===== src/rtl/arbitro_multiplicador.sv =====
`default_nettype none
// ============================================================================
// Module  : arbitro_multiplicador
// Brief   : Round-robin arbiter sharing one shift-add multiplier between two
//           requesters, with sign correction and a watchdog abort.
// Rev     : 1.0
// ============================================================================
module arbitro_multiplicador #(
    parameter int TIMEOUT = 64
) (
    input  logic        Clk,
    input  logic        Rst,
    input  logic [1:0]  Req,
    input  logic [1:0]  Sinal,
    input  logic [15:0] OpA0,
    input  logic [15:0] OpB0,
    input  logic [15:0] OpA1,
    input  logic [15:0] OpB1,
    output logic [1:0]  Ack,
    output logic        Erro,
    output logic [31:0] Resultado,
    output logic        Ocupado,
    output logic        St,
    output logic [15:0] Multiplicando,
    output logic [15:0] Multiplicador,
    input  logic        Idle,
    input  logic        Done,
    input  logic [31:0] Produto
);

    localparam logic [7:0] c_CNT_MAX = 8'(TIMEOUT - 1);

    typedef enum logic [1:0] {
        LIVRE   = 2'd0,
        INICIA  = 2'd1,
        ESPERA  = 2'd2,
        ENTREGA = 2'd3
    } estado_t;

    estado_t     state_q, state_d;
    logic        g_q, g_d;
    logic        neg_q, neg_d;
    logic        prio_q, prio_d;
    logic        erro_q, erro_d;
    logic [15:0] mcand_q, mcand_d;
    logic [15:0] mplier_q, mplier_d;
    logic [31:0] res_q, res_d;
    logic [7:0]  cnt_q, cnt_d;

    logic        w_sel;
    logic        w_signed;
    logic [15:0] w_op_a;
    logic [15:0] w_op_b;
    logic [15:0] w_mag_a;
    logic [15:0] w_mag_b;

    // Candidate winner: the sole requester, or the favoured one on a tie.
    assign w_sel    = (Req == 2'b11) ? prio_q : Req[1];
    assign w_op_a   = w_sel ? OpA1 : OpA0;
    assign w_op_b   = w_sel ? OpB1 : OpB0;
    assign w_signed = Sinal[w_sel];
    // -32768 negates to 16'h8000, which the unsigned multiplier reads as 32768.
    assign w_mag_a  = (w_signed && w_op_a[15]) ? (~w_op_a + 16'd1) : w_op_a;
    assign w_mag_b  = (w_signed && w_op_b[15]) ? (~w_op_b + 16'd1) : w_op_b;

    always_ff @(posedge Clk) begin
        if (Rst) begin
            state_q  <= LIVRE;
            g_q      <= 1'b0;
            neg_q    <= 1'b0;
            prio_q   <= 1'b0;
            erro_q   <= 1'b0;
            mcand_q  <= 16'd0;
            mplier_q <= 16'd0;
            res_q    <= 32'd0;
            cnt_q    <= 8'd0;
        end else begin
            state_q  <= state_d;
            g_q      <= g_d;
            neg_q    <= neg_d;
            prio_q   <= prio_d;
            erro_q   <= erro_d;
            mcand_q  <= mcand_d;
            mplier_q <= mplier_d;
            res_q    <= res_d;
            cnt_q    <= cnt_d;
        end
    end

    always_comb begin
        state_d  = state_q;
        g_d      = g_q;
        neg_d    = neg_q;
        prio_d   = prio_q;
        erro_d   = erro_q;
        mcand_d  = mcand_q;
        mplier_d = mplier_q;
        res_d    = res_q;
        cnt_d    = cnt_q;

        case (state_q)
            LIVRE: begin
                if (Idle && (Req != 2'b00)) begin
                    g_d      = w_sel;
                    mcand_d  = w_mag_a;
                    mplier_d = w_mag_b;
                    neg_d    = w_signed & (w_op_a[15] ^ w_op_b[15]);
                    state_d  = INICIA;
                end
            end
            INICIA: begin
                cnt_d   = 8'd0;
                state_d = ESPERA;
            end
            ESPERA: begin
                // Done wins over an expiring watchdog in the same cycle.
                if (Done) begin
                    res_d   = neg_q ? (~Produto + 32'd1) : Produto;
                    erro_d  = 1'b0;
                    state_d = ENTREGA;
                end else if (cnt_q == c_CNT_MAX) begin
                    res_d   = 32'd0;
                    erro_d  = 1'b1;
                    state_d = ENTREGA;
                end else begin
                    cnt_d = cnt_q + 8'd1;
                end
            end
            ENTREGA: begin
                prio_d  = ~g_q;
                state_d = LIVRE;
            end
            default: begin
                state_d = LIVRE;
            end
        endcase
    end

    assign St            = (state_q == INICIA);
    assign Ocupado       = (state_q != LIVRE);
    assign Ack           = (state_q == ENTREGA) ? (g_q ? 2'b10 : 2'b01) : 2'b00;
    assign Erro          = (state_q == ENTREGA) & erro_q;
    assign Resultado     = res_q;
    assign Multiplicando = mcand_q;
    assign Multiplicador = mplier_q;

endmodule
`default_nettype wire


===== config.mk =====
export PLATFORM = sky130hd
export DESIGN_NAME = arbitro_multiplicador
export DESIGN_NICKNAME = d
export VERILOG_FILES = /design/src/rtl/arbitro_multiplicador.sv
export SDC_FILE = /design/constraint.sdc
export NUM_CORES = 1
export LEC_CHECK = 0
export ABC_AREA = 1
export BUFFER_PORTS_ARGS = -buffer_cell sky130_fd_sc_hd__buf_2
export CORE_MARGIN = 1.5
export CORE_UTILIZATION = 55
export DETAILED_ROUTE_END_ITERATION = 8
export PLACE_DENSITY = 0.89
export REMOVE_ABC_BUFFERS = 1
export SLEW_MARGIN = 20
export SYNTH_ARGS = -nofsm -noshare
export SYNTH_HDL_FRONTEND = slang
export SYNTH_SLANG_ARGS = --single-unit

===== constraint.sdc =====
create_clock -name Clk -period 5.4 [get_ports Clk]
set_clock_uncertainty 0.1 [all_clocks]
set_input_delay 0.54 -clock Clk [delete_from_list [all_inputs] [get_ports Clk]]
set_output_delay 0.54 -clock Clk [all_outputs]
set_load 0.01 [all_outputs]

# == After elaboration in Yosys (flattened, before gate mapping) ==
# Index checks and enable logic that the tools add are counted.
# word_totals
input_bits,104
reg_bits,78
# classes
muxes,21
reduce_logical,12
order_cmp,1
n_bitwise,7
add_sub_neg,4
eq_ne,9
# op_table
op,count
$mux 32,3
$mux 16,4
$add 16x1->16 const B,2
$add 32x1->32 const B,1
$not 16->16,2
$not 32->32,1
$mux 8,2
$pmux 8 s2,1
$mux 2,5
$add 8x1->8 const B,1
$eq 8x6->1 const B,1
$pmux 2 s4,1
$reduce_bool 2->1,4
$eq 2x2->1 const B,3
$ne 2x2->1 const B,3
$reduce_and 2->1,3
$mux 1,5
$logic_and 1x1->1,3
$ne 3x3->1 const B,1
$reduce_and 3->1,1
$and 1x1->1,2
$eq 2x1->1 const B,1
$logic_not 2->1,1
$lt 1x2->1 const B,1
2 further kinds,2

# == Longest topological paths before layout ==
# logic_depth
word_depth,6
ltp_mapped,16

# == Least setup slack after synthesis ==
# Ideal clock, no wire load.
# synth_timing
path_kind,input port to flip-flop
start,in Req[0]
end,"reg mcand_q[14], in the netlist Multiplicando[14]"
path_slack_ps,3317
arrival_time_ps,1866
setup_ps,117
stages,14
n_path_buf,1
cell_sequence,nand2_2 nand2_4 buf_6 nand2_1 nand2_1 inv_1 ha_1 nand3_1 nor2_1 nand3_1 nand2_1 a21oi_1 nor2_1 nor2_1
# synth_via
elab_chain_len,6
word_cells_on_any_way,12
classes_between,add/sub (1); eq/ne (1); mux (5); bitwise (1); reduce/logical (4)
# synth_rtl
item,line,rtl
"start, declared",13,"input logic [1:0] Req,"
$eq 2x2->1,58,assign w_sel = (Req == 2'b11) ? prio_q : Req[1];
$mux 1,58,
$mux 16 or $mux 1 (tied branches),"59, 61",
$not 16->16 or $mux 1 (tied branches),"63, 61",
$add 16x1->16 or $logic_and 1x1->1 (tied branches),63,assign w_mag_a = (w_signed && w_op_a[15]) ? (~w_op_a + 16'd1) : w_op_a;
$mux 16,63,
"end signal, assigned",83,mcand_q <= mcand_d;
"end, declared",45,"logic [15:0] mcand_q, mcand_d;"
# Several ways; a longest one is shown, not always the timed one. The select of a mux whose other input is x is not followed.
# A chain may end at the register's enable or synchronous reset.

# == Final worst setup path ==
# layout_timing
start,reg cnt_q[0]
end,reg cnt_q[5]
# layout_via
elab_chain_len,4
word_cells_on_any_way,7
classes_between,add/sub (1); eq/ne (2); mux (3); reduce/logical (1)
# layout_rtl
item,line,rtl
"start, declared",48,"logic [7:0] cnt_q, cnt_d;"
"start signal, assigned",86,cnt_q <= cnt_d;
$add 8x1->8,126,cnt_d = cnt_q + 8'd1;
$mux 8,121,end else if (cnt_q == c_CNT_MAX) begin
$mux 8,117,if (Done) begin
$pmux 8 s2,101,case (state_q)
# Several ways; a longest one is shown, not always the timed one. The select of a mux whose other input is x is not followed.

==> impl_summary.txt <==
----------------------------------------------------
[Status]
  Result of the run ... complete, no violations

[Layout]
  Number of fill cells ... 830
  Area added between synthesis and finish ... 20.8%
  Commonest non-fill, non-tap cell in the layout ... sky130_fd_sc_hd__nand2_1
  Proportion of layout cells with a drive suffix above 1 ... 21.9%
  Number of nets in the layout ... 1121
  Highest-count cells in the layout ignoring fill and taps ... sky130_fd_sc_hd__nand2_1, sky130_fd_sc_hd__buf_2, sky130_fd_sc_hd__inv_1, sky130_fd_sc_hd__nand3_1, sky130_fd_sc_hd__dfxtp_1
  Number of antenna diodes ... 0

[Worst setup path]
  Data required time at the worst endpoint ... between 5000 and 6000 ps
  Flop2flop setup slack ... 2550 ps
  Kind of end point of the critical path ... flip-flop
  Reg-to-reg critical path startpoint ... cnt_q[0]
  Critical Setup Path Class ... flip-flop to flip-flop
  Biggest fanout along the worst timing path ... 32
  RR Endpoint ... cnt_q[5]
  Number of buffers and inverters on the critical path ... 1
  Maximum cell stage delay along the critical path ... 790 ps
  Ordered list of cells on the worst path ... ha_1, nand2_1, inv_1, nand3_1, nor2_1, nand2_1, nand2_1, nand2_1, nand2_1, nor2_1, nand3_1, nand2_1, nor2_1
  Critical path origin ... cnt_q[0]
  Data arrival time of the worst path ... 2990 ps
  Crit-path leading delay family ... simple AND/OR/NAND/NOR gates
  Most common cell type on the critical path ... sky130_fd_sc_hd__nand2_1
  Master of the slowest instance on the critical path ... sky130_fd_sc_hd__nand2_1
  Critical Path End ... cnt_q[5]
  FF-to-FF path depth ... 13
  Category of the worst setup path launch point ... flip-flop
  Instance count on the critical path ... 13

[Detailed routing]
  Via count of the routed design ... 5862
  Final wirelength ... between 10 and 15 mm
  First-pass iteration count of the detailed router ... 5
  Initial DRC count ... around 270
  Number of remaining DRC errors ... 0
  Vias per std cell ... 5.13
  Antenna violation net count after detailed routing ... 0
  Average wire per cell in the routed design ... 12.4 um

[STA]
  Final Setup Violations ... 0
  Final-report max-slew violation count ... 0
  Period Utilization, post-route ... 52.7%
  Hold Violations, Final ... 0
  Slew headroom ... 27.4%
  RSZ-0062 raised after global routing ... no
  Transition time at the pin with the least slew margin ... around 1100 ps
  Min cycle time layout ... 2850 ps
  Least setup slack across all paths after layout ... about 2600 ps
  Upper clock frequency limit ... 351 MHz
  Sum Neg Setup Slack ... 0 ps

[Logic synthesis]
  Combined area of all synthesized cells ... 5220 um^2
  Synth warnings ... 0
  Synthesized area per cell ... 6.09 um^2
  Distinct cells, synth ... 38
  Most instantiated flip-flop cell in the synthesis netlist ... sky130_fd_sc_hd__dfxtp_1
  Number of synthesized flops with an enable pin ... 0
  Share of synthesized flip-flops with an asynchronous set or reset ... 0%
  Sequential element share of the synthesized area ... 29.9%
  Number of flip-flops and latches in the synthesized netlist ... a little under 80
  Gate count after technology mapping ... 857

[Clock network]
  Clock tree from TritonCTS ... built
  Clock sink total ... 78
  Clock buffer count from CTS ... 9
  Post-CTS repair timing setup buffer count ... 0
  CTS max path bufs ... 2
  Number of instances resized during post-cts repair ... 0
  Clock-pin slew on the worst setup and hold paths ... 80 ps
  Clock latency on the worst-skew pair ... roughly 350 ps
  Deepest level of the CTS H-tree ... 3
  Clock root buffer master ... sky130_fd_sc_hd__clkbuf_8
  Number of buffers inserted for hold repair after clock tree synthesis ... 0

[Global routing]
  Remaining global-route overflow ... 0
  Largest net degree at the start of global routing ... 47
  Initial antenna violation count ... 0
  Total routing usage reported by global routing ... 27.9%
  First-pass GRT wire length ... 22.9 mm
  Vias in the first global route ... 5184

[Pwr]
  Switching share of power ... approximately two fifths
  Switching pwr ... 857 uW
  Part of the total power dissipated in the clock network ... 23.7%
  Leakage ... 0.00327 uW
  Cell-internal power ... 1270 uW
  Power Density ... 337 nW/um^2
  Peak ir drop on the vdd network ... 178 uV
  Power share of the combinational group ... approximately two fifths
  Seq pwr share ... a little over a third

[Min path]
  Worst hold path type ... flip-flop to flip-flop

[Place]
  Input/output buffers ... around 170
  Setup slack at placement ... ~2600 ps
  Detailed-placement wirelength estimate ... between 10 and 15 mm
  Final Wtd Congestion ... 0.944

[Die]
  Die Area ... 10100 um^2
  Die Span X ... 100 um
  Floorplan die height ... approximately 100 um
  Starting Density ... 56.5%
  I/O pin count ... around 170
  Std-Cell Core Area ... 9240 um^2
  Cell Rows ... 35

[Flow run]
  Max-capacitance violation count ... 0

----------------------------------------------------
layout make-up:
| class | instances | area [um^2] | area share [%] |
|---|---|---|---|
| multi-input cells | 629 | 3050 | 48.3 |
| well taps | 129 | 161 | 2.56 |
| inverters | 118 | 443 | 7.03 |
| repair buffers | 173 | 868 | 13.8 |
| clock inverters | 5 | 82.6 | 1.31 |
| clock buffers | 11 | 141 | 2.24 |
| flip-flops and latches | 78 | 1560 | 24.8 |
stage by stage:
| step | area, um^2 | total power, uW | hold WS, ps | util [%] | std cells |
|---|---|---|---|---|---|
| after detailed placement | 6080 | 1620 | 353 | 65.8 | 1127 |
| final | 6300 | 2120 | 362 | 68.2 | 1143 |
| after CTS | 6300 | 2120 | 346 | 68.2 | 1143 |
| after global routing | 6300 | 2270 | 369 | 68.2 | 1143 |
| after global placement | 6080 | 1600 | 347 | 65.8 | 1127 |
| after floorplan | 5040 | 1330 | 332 | - | 825 |
worst min-delay path by stage:
stage               cells after the start          from            to
detailed placement                      2  Resultado[7]  Resultado[7]
global placement                        2  Resultado[0]  Resultado[0]
global route                            3    Produto[0]  Resultado[0]
floorplan                               2        erro_q        erro_q
finish                                  2  Resultado[7]  Resultado[7]
CTS                                     3    Produto[0]  Resultado[0]
logic make-up (layout without fill, tap and decap cells):
| family | Yosys count | after routing | synth area share [%] |
|---|---|---|---|
| XOR/XNOR | 14 | 14 | 2.35 |
| buffers and inverters | 150 | 307 | 11.8 |
| adder cells (fa/ha/maj) | 8 | 8 | 1.92 |
| AND/OR/NAND/NOR | 438 | 438 | 35.8 |
| AO/OA/AOI/OAI | 169 | 169 | 18.1 |
| flip-flops | 78 | 78 | 29.9 |
power by group through the flow:
stage | logic (uW) | registers (uW) | clock network [uW]
finish | 858 | 762 | 504
global placement | 830 | 772 | 0
floorplan | 524 | 801 | 0
global route | 964 | 775 | 531
detailed placement | 848 | 772 | 0
CTS | 853 | 760 | 512
state kept, by name, indices dropped and copies added (netlist names):
name           count
Resultado         32
Multiplicador     16
Multiplicando     16
cnt_q              8
state_q            2
erro_q             1
g_q                1
neg_q              1
prio_q             1
layer usage:
metal  vias up  part of all wire [%]  GRT usage [%]
met5         -                     0              0
met4         0                   2.1           10.6
met3        22                   6.5           3.48
met2       251                    47           49.6
met1      2531                    44           34.4
li1       3058                     -              -
worst min-delay path, delay by kind of cell (launching register included):
kind,cells,cell delay [ps]
DFF,1,310
and+or+nand+nor,1,60
AOI/OAI and AO/OA,1,50
cell usage after synthesis (4+ instances only):
library cell	n	area share, %
sky130_fd_sc_hd__nand3b_1	7	1.0
sky130_fd_sc_hd__xnor2_1	5	0.84
sky130_fd_sc_hd__buf_6	4	0.86
sky130_fd_sc_hd__or2_2	5	0.60
sky130_fd_sc_hd__xor2_1	9	1.5
sky130_fd_sc_hd__clkbuf_1	18	1.3
sky130_fd_sc_hd__inv_1	109	7.8
sky130_fd_sc_hd__o211ai_1	8	1.2
sky130_fd_sc_hd__nand4_1	7	0.84
sky130_fd_sc_hd__o21a_1	9	1.3
sky130_fd_sc_hd__o21ai_1	10	0.96
sky130_fd_sc_hd__nand2_1	235	17
sky130_fd_sc_hd__o21ai_0	52	5.0
sky130_fd_sc_hd__buf_2	5	0.48
sky130_fd_sc_hd__inv_2	7	0.50
sky130_fd_sc_hd__ha_1	8	1.9
sky130_fd_sc_hd__nand3_1	86	8.2
sky130_fd_sc_hd__nor3_1	7	0.67
sky130_fd_sc_hd__o21ai_2	4	0.67
sky130_fd_sc_hd__dfxtp_1	78	30
sky130_fd_sc_hd__a21oi_1	72	6.9
sky130_fd_sc_hd__nand2_2	10	1.2
sky130_fd_sc_hd__nor2_1	75	5.4
Note: power is estimated with default switching activity, not from simulation.
